`config.mk`:
```
export PLATFORM = sky130hd
export DESIGN_NAME = vga_dither_out
export DESIGN_NICKNAME = d
export VERILOG_FILES = /design/src/rtl/vga_dither_out.sv
export SDC_FILE = /design/constraint.sdc
export NUM_CORES = 1
export LEC_CHECK = 0
export ABC_AREA = 1
export CAP_MARGIN = 20
export CORE_MARGIN = 1
export CORE_UTILIZATION = 30
export CTS_CLUSTER_DIAMETER = 40
export DETAILED_ROUTE_END_ITERATION = 10
export HOLD_SLACK_MARGIN = 0.05
export PLACE_DENSITY_LB_ADDON = 0.08
export SLEW_MARGIN = 0
export SYNTH_ARGS = -nofsm -noshare
export SYNTH_HDL_FRONTEND = slang
export SYNTH_SLANG_ARGS = --single-unit
```
`constraint.sdc`:
```
create_clock -name clk -period 0.9 [get_ports clk]
set_clock_uncertainty 0.15 [all_clocks]
set_input_delay 0.135 -clock clk [delete_from_list [all_inputs] [get_ports clk]]
set_output_delay 0.135 -clock clk [all_outputs]
set_load 0.01 [all_outputs]
```
`src/rtl/vga_dither_out.sv`:
```
// Ordered-dither colour reducer for the VGA output path: IN_BITS -> OUT_BITS per channel
// through a Bayer matrix in a 2-stage pix_en pipeline. Define TEMPORAL_DITHER_EN to rotate the matrix per frame.
module vga_dither_out #(
  parameter int   CHANNELS    = 3,
  parameter int   IN_BITS     = 2,
  parameter int   OUT_BITS    = 1,
  parameter int   MATRIX_LOG2 = 1,
  parameter logic SYNC_IDLE   = 1'b1
) (
  input  logic                         clk,
  input  logic                         reset_n,
  input  logic                         pix_en,
  input  logic [CHANNELS*IN_BITS-1:0]  in_rgb,
  input  logic                         in_hsync,
  input  logic                         in_vsync,
  input  logic                         in_de,
  output logic [CHANNELS*OUT_BITS-1:0] out_rgb,
  output logic                         out_hsync,
  output logic                         out_vsync,
  output logic                         out_de,
  output logic [1:0]                   frame_phase
);

  localparam int D_BITS = IN_BITS - OUT_BITS;
  localparam int D_W    = (D_BITS > 0) ? D_BITS : 1;
  localparam int T_BITS = 2 * MATRIX_LOG2;
  localparam int SH_R   = (T_BITS >= D_BITS) ? T_BITS - D_BITS : 0;
  localparam int SH_L   = (T_BITS >= D_BITS) ? 0 : D_BITS - T_BITS;

  // Bayer entry built by bit interleaving: each level contributes {x^y, y}, finest level on top.
  // The result is already aligned to the D_BITS-wide remainder it is compared against.
  function automatic logic [D_W-1:0] scaled_threshold(input logic [MATRIX_LOG2-1:0] x,
                                                      input logic [MATRIX_LOG2-1:0] y);
    int t;
    t = 0;
    for (int i = 0; i < MATRIX_LOG2; i++) begin
      t = (t << 2) | (int'(x[i] ^ y[i]) << 1) | int'(y[i]);
    end
    t = (t >> SH_R) << SH_L;
    return D_W'(t);
  endfunction

  // Reset asserts asynchronously but releases on a clock edge.
  logic [1:0] r_rst_sync;
  logic       w_rst_n;

  // NOTE: every clocked register uses non-blocking assignment so all flops sample pre-edge values.
  always_ff @(posedge clk or negedge reset_n) begin
    if (!reset_n) r_rst_sync <= 2'b00;
    else          r_rst_sync <= {r_rst_sync[0], 1'b1};
  end

  assign w_rst_n = r_rst_sync[1];

  // Screen position tracking from de/vsync edges
  logic [MATRIX_LOG2-1:0] r_x;
  logic [MATRIX_LOG2-1:0] r_y;
  logic                   r_de_prev;
  logic                   r_vs_prev;
  logic                   w_de_rise;
  logic                   w_de_fall;
  logic                   w_vs_lead;
  logic [MATRIX_LOG2-1:0] w_x_cur;
  logic [MATRIX_LOG2-1:0] w_y_cur;
  logic [MATRIX_LOG2-1:0] w_x_eff;
  logic [MATRIX_LOG2-1:0] w_y_eff;

  assign w_de_rise = in_de & ~r_de_prev;
  assign w_de_fall = ~in_de & r_de_prev;
  assign w_vs_lead = (in_vsync != SYNC_IDLE) && (r_vs_prev == SYNC_IDLE);
  assign w_x_cur   = w_de_rise ? '0 : r_x;
  assign w_y_cur   = w_vs_lead ? '0 : r_y;

  always_ff @(posedge clk or negedge w_rst_n) begin
    if (!w_rst_n) begin
      r_x       <= '0;
      r_y       <= '0;
      r_de_prev <= 1'b0;
      r_vs_prev <= SYNC_IDLE;
    end else if (pix_en) begin
      r_de_prev <= in_de;
      r_vs_prev <= in_vsync;
      if (in_de) r_x <= w_x_cur + MATRIX_LOG2'(1);
      // A vsync leading edge wins over a same-sample line end.
      if (w_vs_lead)      r_y <= '0;
      else if (w_de_fall) r_y <= r_y + MATRIX_LOG2'(1);
    end
  end

`ifdef TEMPORAL_DITHER_EN
  logic [1:0] r_frame;

  always_ff @(posedge clk or negedge w_rst_n) begin
    if (!w_rst_n)               r_frame <= 2'd0;
    else if (pix_en && w_vs_lead) r_frame <= r_frame + 2'd1;
  end

  assign w_x_eff     = w_x_cur ^ {MATRIX_LOG2{r_frame[0]}};
  assign w_y_eff     = w_y_cur ^ {MATRIX_LOG2{r_frame[1]}};
  assign frame_phase = r_frame;
`else
  assign w_x_eff     = w_x_cur;
  assign w_y_eff     = w_y_cur;
  assign frame_phase = 2'b00;
`endif

  // Stage 1: source pixel, syncs and its threshold
  logic [CHANNELS*IN_BITS-1:0] r_s1_rgb;
  logic [D_W-1:0]              r_s1_ts;
  logic                        r_s1_hsync;
  logic                        r_s1_vsync;
  logic                        r_s1_de;

  always_ff @(posedge clk or negedge w_rst_n) begin
    if (!w_rst_n) begin
      r_s1_rgb   <= '0;
      r_s1_ts    <= '0;
      r_s1_hsync <= SYNC_IDLE;
      r_s1_vsync <= SYNC_IDLE;
      r_s1_de    <= 1'b0;
    end else if (pix_en) begin
      r_s1_rgb   <= in_rgb;
      r_s1_ts    <= scaled_threshold(w_x_eff, w_y_eff);
      r_s1_hsync <= in_hsync;
      r_s1_vsync <= in_vsync;
      r_s1_de    <= in_de;
    end
  end

  logic [CHANNELS*OUT_BITS-1:0] w_dith;

  for (genvar c = 0; c < CHANNELS; c++) begin : g_ch
    if (D_BITS == 0) begin : g_pass
      assign w_dith[c*OUT_BITS +: OUT_BITS] = r_s1_rgb[c*IN_BITS +: IN_BITS];
    end else begin : g_dith
      logic [OUT_BITS-1:0] w_hi;
      logic [D_W-1:0]      w_lo;
      logic                w_bump;
      logic [OUT_BITS:0]   w_sum;

      assign w_hi   = r_s1_rgb[c*IN_BITS + D_BITS +: OUT_BITS];
      assign w_lo   = r_s1_rgb[c*IN_BITS +: D_W];
      assign w_bump = (w_lo > r_s1_ts);
      // One extra carry bit so an all-ones high part saturates instead of wrapping.
      assign w_sum  = {1'b0, w_hi} + {{OUT_BITS{1'b0}}, w_bump};
      assign w_dith[c*OUT_BITS +: OUT_BITS] =
        w_sum[OUT_BITS] ? {OUT_BITS{1'b1}} : w_sum[OUT_BITS-1:0];
    end
  end

  // Stage 2: dithered colour, blanked outside active video
  logic [CHANNELS*OUT_BITS-1:0] r_out_rgb;
  logic                         r_out_hsync;
  logic                         r_out_vsync;
  logic                         r_out_de;

  always_ff @(posedge clk or negedge w_rst_n) begin
    if (!w_rst_n) begin
      r_out_rgb   <= '0;
      r_out_hsync <= SYNC_IDLE;
      r_out_vsync <= SYNC_IDLE;
      r_out_de    <= 1'b0;
    end else if (pix_en) begin
      r_out_rgb   <= r_s1_de ? w_dith : '0;
      r_out_hsync <= r_s1_hsync;
      r_out_vsync <= r_s1_vsync;
      r_out_de    <= r_s1_de;
    end
  end

  assign out_rgb   = r_out_rgb;
  assign out_hsync = r_out_hsync;
  assign out_vsync = r_out_vsync;
  assign out_de    = r_out_de;

endmodule

```
==> reports/metrics.yaml <==
status:
  status: "complete, but fails checks"
  violations: "setup timing"
pwr:
  powerDensity_nw_per_um2: 1634
  internal-power_mw: 1.441
  clock_power_share_pct: 21.6
  ir_drop_v: 0.001141
  swShare_pct: 27.25
  p_leak_nw: 0.5983
  power_frac_comb_pct: 24.0
  seqPwrFrac_pct: 54.4
  power_switching_uw: 539.8
cts:
  cts_tree: "built"
  clkSlewWorstSetupHoldPaths_ps: 110
  htree_levels: 1
  cts-root-buf: "clkbuf_4"
  cts_max_path_buffers: 2
  insertion_delay_ps: 290
  cts_sinks: 20
  numCtsBuffers: 3
routing:
  routedWlPerCell_um: 9.942
  wirelength_um: 1541
  dr.pass1.iters: 3
  ant_nets: 0
  drt_iter0_drc: 8
  vias: 679
  drc: 0
  viasPerCell: 4.381
worst_setup_path:
  crit_family: "flip-flops"
  slowest_delay_ps: 550
  crit_buf_inv: 1
  cp_cell_sequence: "buf_6"
  crit_arrival_ps: 930
  ff2ff_path_depth: 5
  critPathSlowestCell: "dfstp_2"
  crit_fanout: 2
  start_kind: "register"
  worst_setup_path_end_kind: "output port"
  crit_cells: 1
  cp.required_ps: 610
  crit_type: "reg2out"
yosys:
  ys_seq_area_share_pct: 61.77
  synth_top_cell_by_area: "dfrtp_1"
  synth.distinct_cells: 14
  yosysMostFrequentCell: "nand2_1"
  synth-main-ff-cell: "dfrtp_1"
  synth_edf_count: 0
  postSynthCellCount: 92
  avgSynthCellArea_sq_um: 8.894
  synth.area.top_cells: "dfrtp_1, nand2_1, dfstp_2"
  async_flop_share_pct: 100.0
  yosys_warnings: 0
  syn-cell-area_sq_um: 818.3
  synth_top_area_share_pct: 48.93
  synth_common_cells: "nand2_1, dfrtp_1, o21ai_0"
  synth-seq-cells: 20
die:
  io_pins: 20
  placementRows: 18
  dieWidth_um: 54.23
  dieArea_sq_um: 2940
  initial_core_util_pct: 32.44
  die_h_um: 54.23
  core-area_sq_um: 2522
finish:
  drive_gt1_share_pct: 36.80
  area_growth_pct: 48.16
  n_fill_cell: 258
  utilization_pct: 48.07
  final_area_sq_um: 1212
  nNetsFinal: 138
  diodes: 0
  final_cell_count_no_fill: 155
  largest_reg_flops: 6
  largest-register: "r_s1_rgb"
hold_path:
  hp-class: "reg2async"
timing:
  fin_tns_setup_ps: -2390
  setup_violations: 16
  timing.hold.ws_ps: 49.72
  setup_ws_ps: -318.8
  clock.fmax_mhz: 820.5
  finalHoldViolations: 0
  finalMaxSlewViolations: 0
  rsz0062_at_grt: "true"
  timing.final.crit_period_ps: 1219
  post-route-period-util_pct: 135.4
place:
  portBuffers: 17
  gp_congestion: 0.7392
  place.detailed.hpwl_um: 1072
  place_inst: 147
  dpl_cell_area_sq_um: 1094
global_routing:
  overflow: 0
  grt_pass1_vias: 592
  antenna_found_initial: 0
  grt_max_degree: 19
  grt_pass1_wl_um: 2525
  grt_use_total_pct: 12.46
job:
  drv_cap: 0
-- what timing repair did --
item	in CTS	in global routing
pin swaps	5	2
endpoints found under the setup margin	24	16
endpoints found under the hold margin	2	0
gates resized for setup	46	12
buffers inserted	3	1
hold buffers	1	0
-- per-layer routing --
| metal | up-vias | global-route usage (%) | part of all wire (%) |
|---|---|---|---|
| met1 | 317 | 16.40 | 48 |
| met4 | 0 | 2.564 | 0.78 |
| met2 | 14 | 18.70 | 46 |
| met3 | 2 | 5.833 | 5.0 |
| li1 | 346 | - | - |
| met5 | - | 0 | 0 |
-- power groups by stage --
stage	clock (mW)	sequential [mW]	combinational, mW
floorplan	0	1.10	0.164
finish	0.428	1.08	0.475
detailed placement	0	1.09	0.414
global placement	0	1.08	0.411
global route	0.484	1.09	0.528
CTS	0.458	1.07	0.443
-- layout by cell type (no fill, tap or decap) --
cell / netlist / final
buf_4: 3 / 8
a21oi_2: 0 / 1
conb_1: 2 / 3
o21ai_2: 0 / 5
o21ai_0: 8 / 1
nand3_1: 2 / 2
dlygate4sd2_1: 0 / 1
dlygate4sd3_1: 0 / 1
buf_6: 1 / 7
a21boi_2: 0 / 1
buf_12: 0 / 1
inv_1: 4 / 2
nand2_8: 0 / 1
dfrtp_1: 16 / 16
clkdlybuf4s50_1: 0 / 10
o21ai_1: 0 / 2
a21oi_1: 4 / 3
nand2_1: 43 / 37
clkbuf_4: 0 / 3
inv_2: 1 / 2
inv_4: 0 / 1
nand2_2: 1 / 6
clkbuf_1: 0 / 1
nor2_2: 0 / 2
dfstp_2: 4 / 4
buf_2: 0 / 4
-- layout make-up --
| type | count | area [sq um] | share of cell area [%] |
|---|---|---|---|
| Clock buffer | 4 | 26.28 | 2.167 |
| Inverter | 5 | 21.27 | 1.754 |
| Multi-Input combinational cell | 64 | 324.1 | 26.73 |
| Sequential cell | 20 | 505.5 | 41.69 |
| Tap cell | 30 | 37.54 | 3.096 |
| Timing Repair Buffer | 32 | 297.8 | 24.56 |
-- worst paths after layout --
check / from / end / slack [ps]
worst max-delay path: out_vsync$_DFFE_PN1P_ / out_vsync / -320
worst min-delay path: r_rst_sync[1]$_DFF_PN0_ / r_s1_de$_DFFE_PN0P_ / 50
worst max register to register: r_s1_vsync$_DFFE_PN1P_ / r_s1_ts$_DFFE_PN0P_ / -210
worst min register to register: r_rst_sync[1]$_DFF_PN0_ / r_s1_de$_DFFE_PN0P_ / 50
max in group asynchronous: reset_n / r_rst_sync[1]$_DFF_PN0_ / 110
min in group clk: in_hsync / r_s1_hsync$_DFFE_PN1P_ / 200
-- kinds of logic (layout without fill, tap and decap cells) --
kind of cell           after synthesis  after routing  synth area share, %
flip-flops                          20             20                61.77
other                                2              3               0.9178
AO/OA/AOI/OAI                       13             13                8.258
buffers and inverters                9             41                6.421
AND/OR/NAND/NOR                     48             48                22.63
-- stage by stage --
step | power [mW] | setup WS, ps
final | 1.981 | -318.8
after global routing | 2.106 | -362.1
after CTS | 1.975 | -338.4
after detailed placement | 1.500 | -446.8
after global placement | 1.496 | -451.7
after floorplan | 1.268 | -137.5
Note: power is estimated with default switching activity, not from simulation.
